[src/rtl/ot_pkg.sv]
// -----------------------------------------------------------------------------
// ot_pkg -- shared types and constants for the AES arbiter slice.
//
// Contents:
//   port_e              requester identity (EXPAND engine = 0, HASH engine = 1)
//   AES_LATENCY_DEFAULT default AES pipe depth in cycles
//   TAG_W_MAX           widest requester tag the tag-pipe entry can carry
//   tag_entry_t         payload that travels alongside each AES block; its
//                       valid bit rides in the tag pipe's own valid chain
// -----------------------------------------------------------------------------
package ot_pkg;

    typedef enum logic {
        EXPAND = 1'b0,
        HASH   = 1'b1
    } port_e;

    localparam int AES_LATENCY_DEFAULT = 29;

    // The arbiter's tag parameter D must not exceed this; narrower tags are
    // zero-padded into the entry.
    localparam int TAG_W_MAX = 8;

    typedef struct packed {
        port_e                port;
        logic [TAG_W_MAX-1:0] tag;
    } tag_entry_t;

endpackage

[src/rtl/aes_tag_pipe.sv]
// -----------------------------------------------------------------------------
// aes_tag_pipe -- fixed-depth shift register carrying a valid bit and a
// WIDTH-bit payload, advanced every cycle.
//
// Parameters:
//   DEPTH  number of stages (>= 1)
//   WIDTH  payload width
// Ports:
//   clk        clock
//   rst        asynchronous active-high reset (clears valid bits only)
//   in_valid   valid bit entering stage 0
//   in_data    payload entering stage 0
//   out_valid  valid bit of the last stage
//   out_data   payload of the last stage
//   any_valid  high while any stage holds a valid entry
// -----------------------------------------------------------------------------
module aes_tag_pipe
    import ot_pkg::*;
#(
    parameter int DEPTH = AES_LATENCY_DEFAULT,
    parameter int WIDTH = 9
) (
    input  logic             clk,
    input  logic             rst,
    input  logic             in_valid,
    input  logic [WIDTH-1:0] in_data,
    output logic             out_valid,
    output logic [WIDTH-1:0] out_data,
    output logic             any_valid
);

    logic [DEPTH-1:0] vld;
    logic [WIDTH-1:0] dat [DEPTH];

    // NOTE: sequential state uses non-blocking assignments so every stage
    // samples its predecessor's pre-edge value; blocking here would collapse
    // the whole shift register into a single stage.
    always_ff @(posedge clk or posedge rst) begin
        if (rst) begin
            vld <= '0;
        end else begin
            vld[0] <= in_valid;
            for (int i = 1; i < DEPTH; i++) begin
                vld[i] <= vld[i-1];
            end
        end
    end

    // NOTE: the payload array is deliberately not reset -- its contents are
    // only ever qualified by the matching valid bit, and leaving it out of
    // the reset keeps it mappable to plain flops or shift-register cells.
    always_ff @(posedge clk) begin
        dat[0] <= in_data;
        for (int i = 1; i < DEPTH; i++) begin
            dat[i] <= dat[i-1];
        end
    end

    assign out_valid = vld[DEPTH-1];
    assign out_data  = dat[DEPTH-1];
    assign any_valid = |vld;

endmodule

[src/rtl/aes_arbiter.sv]
// -----------------------------------------------------------------------------
// aes_arbiter -- shares one fixed-latency AES pipe between the EXPAND engine
// (port 0) and the HASH engine (port 1), returning each result to its owner
// together with the owner's write tag.
//
// Build option:
//   AES_ARB_ROUND_ROBIN_EN  defined   -> round-robin between the two ports
//                           undefined -> fixed priority, port 0 always wins
//
// Parameters:
//   D            tag width in bits (1..TAG_W_MAX)
//   DATA_W       AES block width
//   AES_LATENCY  cycles from AES input to AES output
// Ports:
//   clk, rst                      clock, asynchronous active-high reset
//   enable                        permits new grants
//   reqN_valid/ready/data/tag     request handshake per port (ready is
//                                 combinational)
//   aes_in_valid/aes_in_data      registered issue into the AES pipe
//   aes_out_valid/aes_out_data    AES pipe result
//   rspN_valid/data/tag           registered single-cycle response per port
//   busy                          any request issued but not yet returned
//   err                           sticky: AES output valid disagreed with the
//                                 tag pipe
// -----------------------------------------------------------------------------
module aes_arbiter
    import ot_pkg::*;
#(
    parameter int D           = 3,
    parameter int DATA_W      = 128,
    parameter int AES_LATENCY = AES_LATENCY_DEFAULT
) (
    input  logic              clk,
    input  logic              rst,
    input  logic              enable,

    input  logic              req0_valid,
    output logic              req0_ready,
    input  logic [DATA_W-1:0] req0_data,
    input  logic [D-1:0]      req0_tag,

    input  logic              req1_valid,
    output logic              req1_ready,
    input  logic [DATA_W-1:0] req1_data,
    input  logic [D-1:0]      req1_tag,

    output logic              aes_in_valid,
    output logic [DATA_W-1:0] aes_in_data,
    input  logic              aes_out_valid,
    input  logic [DATA_W-1:0] aes_out_data,

    output logic              rsp0_valid,
    output logic [DATA_W-1:0] rsp0_data,
    output logic [D-1:0]      rsp0_tag,
    output logic              rsp1_valid,
    output logic [DATA_W-1:0] rsp1_data,
    output logic [D-1:0]      rsp1_tag,

    output logic              busy,
    output logic              err
);

    localparam int ENTRY_W = $bits(tag_entry_t);
    localparam int BLANK_W = $clog2(AES_LATENCY + 1);

    // ------------------------------------------------------------------
    // Arbitration
    // ------------------------------------------------------------------
    logic pick_hash;
    logic grant;

`ifdef AES_ARB_ROUND_ROBIN_EN
    port_e last_grant;

    // Reset value HASH makes EXPAND win the first contended cycle.
    always_ff @(posedge clk or posedge rst) begin
        if (rst) begin
            last_grant <= HASH;
        end else if (grant) begin
            last_grant <= req1_ready ? HASH : EXPAND;
        end
    end
`endif

    // NOTE: combinational outputs get a default before any branch so that
    // every path assigns them and no latch is inferred.
    always_comb begin
        pick_hash = 1'b0;
        if (req0_valid && req1_valid) begin
`ifdef AES_ARB_ROUND_ROBIN_EN
            pick_hash = (last_grant == EXPAND);
`endif
        end else begin
            pick_hash = req1_valid;
        end
    end

    assign req0_ready = !rst && enable && req0_valid && !pick_hash;
    assign req1_ready = !rst && enable && req1_valid &&  pick_hash;
    assign grant      = req0_ready || req1_ready;

    // ------------------------------------------------------------------
    // Issue register feeding the AES pipe
    // ------------------------------------------------------------------
    logic              issue_valid;
    logic [DATA_W-1:0] issue_data;
    port_e             issue_port;
    logic [D-1:0]      issue_tag;

    always_ff @(posedge clk or posedge rst) begin
        if (rst) begin
            issue_valid <= 1'b0;
        end else begin
            issue_valid <= grant;
        end
    end

    always_ff @(posedge clk) begin
        if (grant) begin
            issue_data <= req1_ready ? req1_data : req0_data;
            issue_port <= req1_ready ? HASH : EXPAND;
            issue_tag  <= req1_ready ? req1_tag : req0_tag;
        end
    end

    assign aes_in_valid = issue_valid;
    assign aes_in_data  = issue_data;

    // ------------------------------------------------------------------
    // Tag pipe: loads from the issue register on the same edge the AES
    // pipe samples aes_in, so its tail lines up with aes_out.
    // ------------------------------------------------------------------
    tag_entry_t issue_entry;
    tag_entry_t tail_entry;
    logic       tail_valid;
    logic       pipe_busy;

    always_comb begin
        issue_entry        = '0;
        issue_entry.port   = issue_port;
        issue_entry.tag[D-1:0] = issue_tag;
    end

    aes_tag_pipe #(
        .DEPTH (AES_LATENCY),
        .WIDTH (ENTRY_W)
    ) u_tag_pipe (
        .clk       (clk),
        .rst       (rst),
        .in_valid  (issue_valid),
        .in_data   (issue_entry),
        .out_valid (tail_valid),
        .out_data  (tail_entry),
        .any_valid (pipe_busy)
    );

    // Tag bits above D are zero padding and intentionally dropped.
    logic unused_tag_pad;
    assign unused_tag_pad = ^tail_entry.tag;

    // ------------------------------------------------------------------
    // Responses: requesters always accept, so no back-pressure path.
    // ------------------------------------------------------------------
    always_ff @(posedge clk or posedge rst) begin
        if (rst) begin
            rsp0_valid <= 1'b0;
            rsp1_valid <= 1'b0;
        end else begin
            rsp0_valid <= tail_valid && (tail_entry.port == EXPAND);
            rsp1_valid <= tail_valid && (tail_entry.port == HASH);
        end
    end

    always_ff @(posedge clk) begin
        if (tail_valid) begin
            if (tail_entry.port == EXPAND) begin
                rsp0_data <= aes_out_data;
                rsp0_tag  <= tail_entry.tag[D-1:0];
            end else begin
                rsp1_data <= aes_out_data;
                rsp1_tag  <= tail_entry.tag[D-1:0];
            end
        end
    end

    // ------------------------------------------------------------------
    // Protocol check. A reset empties the tag pipe but not the external AES
    // pipe, so blocks issued before the reset still emerge for up to
    // AES_LATENCY cycles; the check is blanked for that window.
    // ------------------------------------------------------------------
    logic [BLANK_W-1:0] blank_cnt;

    always_ff @(posedge clk or posedge rst) begin
        if (rst) begin
            blank_cnt <= BLANK_W'(AES_LATENCY);
            err       <= 1'b0;
        end else begin
            if (blank_cnt != '0) begin
                blank_cnt <= blank_cnt - BLANK_W'(1);
            end
            if ((blank_cnt == '0) && (aes_out_valid != tail_valid)) begin
                err <= 1'b1;
            end
        end
    end

    assign busy = issue_valid || pipe_busy;

endmodule
[config.mk]
export PLATFORM = sky130hd
export DESIGN_NAME = aes_arbiter
export DESIGN_NICKNAME = d
export VERILOG_FILES = /design/src/rtl/ot_pkg.sv /design/src/rtl/aes_tag_pipe.sv /design/src/rtl/aes_arbiter.sv
export SDC_FILE = /design/constraint.sdc
export NUM_CORES = 1
export LEC_CHECK = 0
export ABC_AREA = 1
export ABC_CLOCK_PERIOD_IN_PS = 17900
export BUFFER_PORTS_ARGS = -buffer_cell sky130_fd_sc_hd__buf_2
export CAP_MARGIN = 10
export CORE_AREA = 2 2 311 313
export CTS_BUF_LIST = sky130_fd_sc_hd__clkbuf_4
export DETAILED_ROUTE_END_ITERATION = 7
export DIE_AREA = 0 0 313 315
export GPL_TIMING_DRIVEN = 1
export PLACE_DENSITY = 0.49
export SYNTH_ARGS = -nofsm -noshare
export SYNTH_HDL_FRONTEND = slang
export SYNTH_SLANG_ARGS = --single-unit
[constraint.sdc]
create_clock -name clk -period 17.9 [get_ports clk]
set_input_delay 1.79 -clock clk [delete_from_list [all_inputs] [get_ports clk]]
set_output_delay 1.79 -clock clk [all_outputs]
set_load 0.05 [all_outputs]
# [Word-level counts from Yosys, hierarchy flattened]
# Memory sizes are Yosys's and may differ from the RTL's.
# Index checks and enable logic that the tools add are counted.
[word_totals] reg_bits=432 word_cells=39 ramBits=261 output_inout_bits=397 inputBits=396 memories=1
[mem_list] memory="u_tag_pipe.dat" words=29 word_bits=9 rd=29 rd_clocked_by_memory_dff=0 wr=29 line_no="aes_tag_pipe.sv:33" rtl="logic [WIDTH-1:0] dat [DEPTH];"
[op_classes] reduce_logical=18 n_addsub=1 muxes=4 n_eq_ne=1 n_bitwise=1
[op_table] cell="two-way mux 128 bit" n=1
[op_table] cell="OR reduction 29 bit" n=1
[op_table] cell="logical AND 1 bit" n=9
[op_table] cell="zero test 5 bit" n=1
[op_table] cell="nonzero test 5 bit" n=1
[op_table] cell="subtractor 5 x 1 -> 5 bit (second input constant)" n=1
[op_table] cell="AND reduction 2 bit" n=2
[op_table] cell="two-way mux 3 bit" n=1
[op_table] cell="zero test 1 bit" n=2
[op_table] cell="logical OR 1 bit" n=2
[op_table] cell="two-way mux 1 bit" n=2
[op_table] cell="!= test 1 bit" n=1
[op_table] cell="inverter 1 bit" n=1

# [Depth between registers and ports, before layout]
# Gate-level depths: netlist of the first run.
[logic_depth] ltp_word=5 ltp_mapped=8 depth_no_buf=7

# [By module]
# From an unflattened synthesis of the first run, not the netlist that was laid out.
[hier_totals] hier_cells=1249 hier_area_um2=20579.7
[by_module_without_submodules] mod="aes_arbiter" area_each_um2=14382.5 cells_each=904 n_inst=1 seq_area_each_um2=12061.6
[by_module_without_submodules] mod="aes_tag_pipe" area_each_um2=6197.2 cells_each=345 n_inst=1 seq_area_each_um2=5950.7

# [Least setup slack after synthesis of the first run]
# Ideal clock, no wire load.
[synth_timing] path_kind="register to register" start="register u_tag_pipe.vld[28]" end="register rsp0_valid" arrival_time_ns=5.937 synth_period_minus_slack_ns=6.643 setup_ns=0.706 setup_slack_ns=11.257 required_time_ns=17.194 stages_incl_launch_ff=3 path_buffers=0 path_cell_list="dfrtp_1 -> inv_1 -> nor2_1"
[synth_via] elab_chain_len=1
[synth_lines] element="start, declared" line_no="aes_tag_pipe.sv:32" rtl="logic [DEPTH-1:0] vld;"
[synth_lines] element="start signal, assigned by index" line_no="aes_tag_pipe.sv:44" rtl="vld[i] <= vld[i-1];"
[synth_lines] element="logical AND 1 bit" line_no="aes_arbiter.sv:169" rtl="rsp0_valid <= tail_valid && (tail_entry.port == EXPAND);"
[synth_lines] element="end signal, assigned" line_no="aes_arbiter.sv:169"
[synth_lines] element="end, declared" line_no="aes_arbiter.sv:52" rtl="output logic rsp0_valid,"
# No other way between the ends.
# A chain may end at the register's enable or synchronous reset.

# [Final worst setup path of the first run]
[layout_timing] start="input port enable" end="output port req1_ready"
[layout_via] elab_chain_len=3
[layout_lines] element="start, declared" line_no="aes_arbiter.sv:35" rtl="input logic enable,"
[layout_lines] element="logical AND 1 bit (3 in series)" line_no="aes_arbiter.sv:99" rtl="assign req1_ready = !rst && enable && req1_valid && pick_hash;"
[layout_lines] element="end, declared" line_no="aes_arbiter.sv:43" rtl="output logic req1_ready,"
# No other way between the ends.

==> metrics.csv, run 1 <==
stage,metric,value,unit
grt,antenna_found_initial,65,
detailed_routing,drc,0,
floorplanning,rows,114,
cells_and_area,final_area,24670,um2
timing,finalSetupViolCount,0,
logic_synthesis,ys.flop_type,edfxtp_1,
clocking,root_buffer,clkbuf_4,
placement,io_buffers,792,
detailed_routing,wl_per_cell,20.95,um
timing,fin_crit,5.485,ns
critical_path,crit_path_start_kind,input pin,
detailed_routing,wirelength,71.13,mm
clocking,htreeDepth,4,
logic_synthesis,ys_types,22,
power,leakage,0.01081,uW
clocking,cts_tree,yes,
floorplanning,core_area,95710,um2
cells_and_area,layout.area.seq,15110,um2
clocking,cts_buffer_depth,3,
clocking,clkSinkCount,548,
detailed_routing,num_vias,12180,
critical_path,crit_type,input pin to output port,
power,power_density,118.0,nW/um2
floorplanning,start_util,17.89,%
critical_path,rr_startpoint,u_tag_pipe.vld[28],
clocking,cts_resized,0,
clocking,cts_setup_buffers,0,
grt,grt_max_degree,87,
power,p_total,2911,uW
timing,hold_violations,0,
timing,finClkSkew,0.05899,ns
clocking,insertion_delay,0.98,ns
hold_path,hp-start,u_tag_pipe.dat[2][20],
timing,fin_setup_tns,0,ns
timing,slew_headroom,33.74,%
floorplanning,die_h,315,um
critical_path,rr_worst_depth,4,
hold_path,holdPathEnd,u_tag_pipe.dat[2][29],
logic_synthesis,yosys.area.top_type,edfxtp_1,
logic_synthesis,synth.avg_cell_area,16.20,um2
timing,finalMaxSlewViolations,0,
power,peakVddDrop,0.00004485,V
critical_path,worst_ep_arrival_time,3.69,ns
cells_and_area,fillCellCount,10160,
cells_and_area,multiInputGateArea,1754,um2
timing,worst_pin_slew,0.9939,ns
floorplanning,die_width,313,um
detailed_routing,dr.pass1.iters,5,
clocking,path_clk_slew,0.06,ns
critical_path,reg2reg_slack,14.80,ns
timing,rsz0062_at_grt,false,
placement,place_area,22630,um2
logic_synthesis,syn_area,17130,um2
placement,dp_hpwl,55.96,mm
logic_synthesis,syn-num-nets,1455,
detailed_routing,antenna_left,0,
critical_path,worstSetupEndpointType,output port,
grt,grt_pass1_wl,93.77,mm
floorplanning,fp.dieArea,98600,um2
timing,timing.final.ws_setup,12.42,ns
timing,fmax,182.3,MHz
placement,gp_congestion,0.7922,
logic_synthesis,synth_top_area_share,69.09,%
critical_path,crit_path_max_fanout,48,
critical_path,r2r_end,rsp0_data[64],
timing,period_share,30.64,%
logic_synthesis,synth-edff-count,394,
floorplanning,ios,793,
detailed_routing,routed_via_density,3.586,
grt,overflow,0,
critical_path,startpoint,enable,
logic_synthesis,synthTopCellsByCount,"415 x nand2_1, 394 x edfxtp_1, 116 x dfxtp_1, 34 x dfrtp_1, 33 x inv_1",
logic_synthesis,syn_inst,1057,
hold_path,hold_path_class,flop to flop,
grt,grt_use_total,13.95,%
logic_synthesis,ys_seq_area_share,88.23,%
logic_synthesis,yosysWarningCount,0,
cells_and_area,drive_above_1_share,50.33,%
cells_and_area,syn_to_final_growth,44.09,%
job,drv_cap,0,
critical_path,cp.required,16.11,ns
detailed_routing,drt_iter0_drc,673,
clocking,cts_buffers,150,
placement,pre_cts_ws,12.30,ns
grt,grt_pass1_vias,12100,
clocking,cts_hold_buf,0,
run_status,status,finished clean,
cells_and_area,final_nets,2380,
logic_synthesis,synthTopCellsByArea,"edfxtp_1 69%, dfxtp_1 14%, nand2_1 9.1%",
logic_synthesis,ys_ff_latch,548,
hold_path,hold_path_depth,0,
logic_synthesis,synth_most_common_cell,nand2_1,
logic_synthesis,synthArstFlopShare,6.934,%
sequential cells by signal, summed over array words and instances, names as in the netlist, 5 cells and up:
name and count:
u_tag_pipe.vld 29, rsp1_data 128, aes_in_data 128, u_tag_pipe.dat 116, rsp0_data 128, blank_cnt 5
power by group:
group | internal, uW | total [uW] | switching [uW]
clock network | 618 | 1180 | 559
registers | 1430 | 1450 | 17.0
logic | 66.4 | 286 | 220
total | 2120 | 2910 | 796
worst max-delay path, cell delays in order:
cell     delay, ns
buf_2         0.11
inv_1         0.09
nor2_2        0.16
nand3_4       0.61
inv_6         0.54
buf_2         0.34
cell type report:
type,instances,share of cell area [%]
Inverter,34,0.5578
Sequential cell,548,61.23
Multi-Input combinational cell,447,7.109
Timing Repair Buffer,801,16.34
Tap cell,1276,6.470
Antenna cell,11,0.1116
Clock buffer,227,6.906
Clock inverter,51,1.273
through the flow:
stage | util (%) | hold WS, ns | instances
detailed placement | 23.64 | 0.3121 | 3106
global route | 25.76 | 0.2455 | 3387
global placement | 23.64 | 0.3103 | 3106
CTS | 25.75 | 0.2514 | 3384
floorplan | - | 0.3096 | 1057
finish | 25.78 | 0.2729 | 3395
routing by layer:
layer / share of wire [%] / track usage [%]
met2: 48 / 23.22
met5: 0.29 / 0
met3: 11 / 6.657
met4: 3.3 / 5.405
met1: 37 / 15.36
cell families after synthesis:
logic type / count (synthesis) / share of synthesized area, %
compound gates: 5 / 0.1608
buf+inv: 62 / 1.658
fa+ha+maj: 2 / 0.1461
flops: 548 / 88.23
simple gates: 438 / 9.703
xor+xnor: 2 / 0.1023
how the worst max path moves through the flow:
stage,end,slack [ns],cells after the start
2_1_floorplan,rsp0_valid,11.26,2
6_report,req1_ready,12.42,6
5_1_grt,req1_ready,12.21,6
3_5_place_dp,req1_ready,12.30,6
3_3_place_gp,req1_ready,12.35,6
4_1_cts,req1_ready,12.30,6
placed cells by master (no fill, tap or decap), types with 11 or more instances in the layout:
master / instances
buf_2: 792
clkbuf_4: 227
clkinv_1: 29
dfrtp_1: 34
dfxtp_1: 116
diode_2: 11
edfxtp_1: 394
inv_1: 31
nand2_1: 414
nor2_1: 15
(Power assumes the default switching activity.)
==> run 2: changes to the inputs <==
Settings changed: ABC_CLOCK_PERIOD_IN_PS 17900 to 5400.
Clock period 17.9 ns to 5.4 ns, I/O delays scaled along.
==> run 2 against run 1 <==
- first-iteration DRC count up 18%
- largest cell class unchanged
- sequential share of layout area down 8.4 points
- sequential power rose to 3.3 times the previous value
- hold slack worse by 0.027 ns
- final area up 16%
- cell count up 11%
- utilization up 4.1 points
- largest power group unchanged
- critical path depth unchanged
- critical endpoint unchanged
==> metrics.csv, run 2 (synthesis gave the netlist of run 1 again) <==
stage,metric,value,unit
timing,finalSetupViolCount,0,
critical_path,cp.required,4.86,ns
floorplanning,die_h,315,um
floorplanning,die_width,313,um
floorplanning,core_area,95710,um2
job,drv_cap,0,
timing,worst_pin_slew,0.9029,ns
critical_path,worstSetupEndpointType,output port,
timing,timing.final.ws_setup,2.149,ns
cells_and_area,stdcell_count,3784,
floorplanning,ios,793,
grt,antenna_found_initial,47,
critical_path,crit_type,input pin to output port,
timing,finalMaxSlewViolations,0,
critical_path,reg2reg_slack,3.08,ns
detailed_routing,m1WireLength,27.68,mm
power,leakage,0.01243,uW
hold_path,hp-start,aes_out_data[42],
clocking,cts_tree,yes,
clocking,path_clk_slew,0.07,ns
placement,dp_hpwl,55.41,mm
placement,pre_cts_ws,2.518,ns
grt,overflow,0,
detailed_routing,dr.max_layer_used,met5,
run_status,status,finished clean,
power,peakVddDrop,0.0001508,V
grt,grt_use_total,14.53,%
timing,slew_headroom,39.81,%
critical_path,rr_worst_depth,3,
detailed_routing,routed_via_density,3.704,
cells_and_area,final_cell_mix,"792 x buf_2, 414 x nand2_1, 394 x edfxtp_1",
placement,io_buffers,792,
cells_and_area,final_area,28580,um2
clocking,cts_buffers,148,
clocking,cts_buffer_depth,3,
detailed_routing,antenna_left,0,
cells_and_area,layout_commonest_cell,buf_2,
placement,dp.cells,3108,
detailed_routing,wirelength,74.17,mm
clocking,clkSinkCount,548,
cells_and_area,final_nets,2772,
timing,hold_violations,0,
placement,gp_congestion,0.7738,
timing,fmax,307.6,MHz
detailed_routing,wl_met3,7.291,mm
critical_path,r2r_end,rsp1_data[35],
timing,finClkSkew,0.04789,ns
detailed_routing,drt_iter0_drc,796,
floorplanning,rows,114,
critical_path,crit_path_max_fanout,43,
timing,period_share,60.21,%
hold_path,hold_path_class,input pin to flop,
detailed_routing,num_vias,14020,
timing,fin_crit,3.251,ns
detailed_routing,dr_wl_met2,36.61,mm
hold_path,hold_path_depth,2,
detailed_routing,dr.pass1.iters,5,
cells_and_area,drive_above_1_share,42.43,%
clocking,root_buffer,clkbuf_4,
grt,grt_pass1_wl,100.0,mm
detailed_routing,drc,0,
critical_path,worst_ep_arrival_time,2.71,ns
floorplanning,start_util,17.89,%
critical_path,rr_startpoint,u_tag_pipe.vld[28],
timing,fin_setup_tns,0,ns
hold_path,holdPathEnd,rsp1_data[42],
critical_path,crit_path_start_kind,input pin,
timing,rsz0062_at_grt,false,
clocking,insertion_delay,1.03,ns
floorplanning,fp.dieArea,98600,um2
grt,grt_pass1_vias,14320,
power,power_density,342.4,nW/um2
clocking,htreeDepth,4,
cells_and_area,syn_to_final_growth,66.87,%
placement,place_area,22680,um2
grt,grt_max_degree,114,
cells_and_area,fillCellCount,9818,
detailed_routing,wl_per_cell,19.60,um
-- run 2: stage by stage --
stage	hold WS, ns	total power [uW]	util, %
finish	0.2463	9786	29.86
global route	0.04056	10280	29.84
CTS	0.02809	9993	29.81
detailed placement	0.3121	5856	23.70
global placement	0.3100	5857	23.70
floorplan	0.3096	5454	-
-- run 2: how the worst max path moves through the flow --
| stage | start | cells past startpoint | end |
|---|---|---|---|
| after floorplan | enable | 6 | aes_in_data[0] |
| after global placement | enable | 6 | aes_in_data[111] |
| after detailed placement | enable | 6 | aes_in_data[113] |
| after CTS | rst | 6 | req1_ready |
| after global routing | rst | 6 | req1_ready |
| final | rst | 6 | req1_ready |
-- run 2: layout make-up --
class	count	area [um2]	area share [%]
antenna	17	42.54	0.1489
clock buffer	219	1644	5.753
clock inverter	48	287.8	1.007
inverter	34	135.1	0.4729
multi-input combinational	447	1754	6.138
sequential	548	15110	52.87
tap	1276	1597	5.587
timing repair buffer	1195	8008	28.02
-- run 2: routing by layer --
| layer | up-vias | global-route usage [%] |
|---|---|---|
| li1 | 6342 | - |
| met1 | 6691 | 16.03 |
| met2 | 782 | 24.94 |
| met3 | 176 | 5.710 |
| met4 | 24 | 5.981 |
| met5 | - | 0 |
-- run 2: worst max-delay path: stages --
cell,delay (ns)
dlygate4sd3_1,0.53
buf_2,0.14
nor2_2,0.16
nand3_4,0.35
inv_4,0.54
buf_2,0.37
-- run 2: timing repair --
action                                  4_1_cts  5_1_grt
endpoints found under the hold margin       426        0
endpoints found under the setup margin        0        0
gates resized for setup                       0        0
setup buffers                                 0        0
hold buffers                                392        0
-- run 2: power by group --
group          total [uW]  internal (uW)  switching [uW]
clock                3770           1940            1830
combinational        1210            428             787
sequential           4800           4740            58.2
total                9790           7110            2680
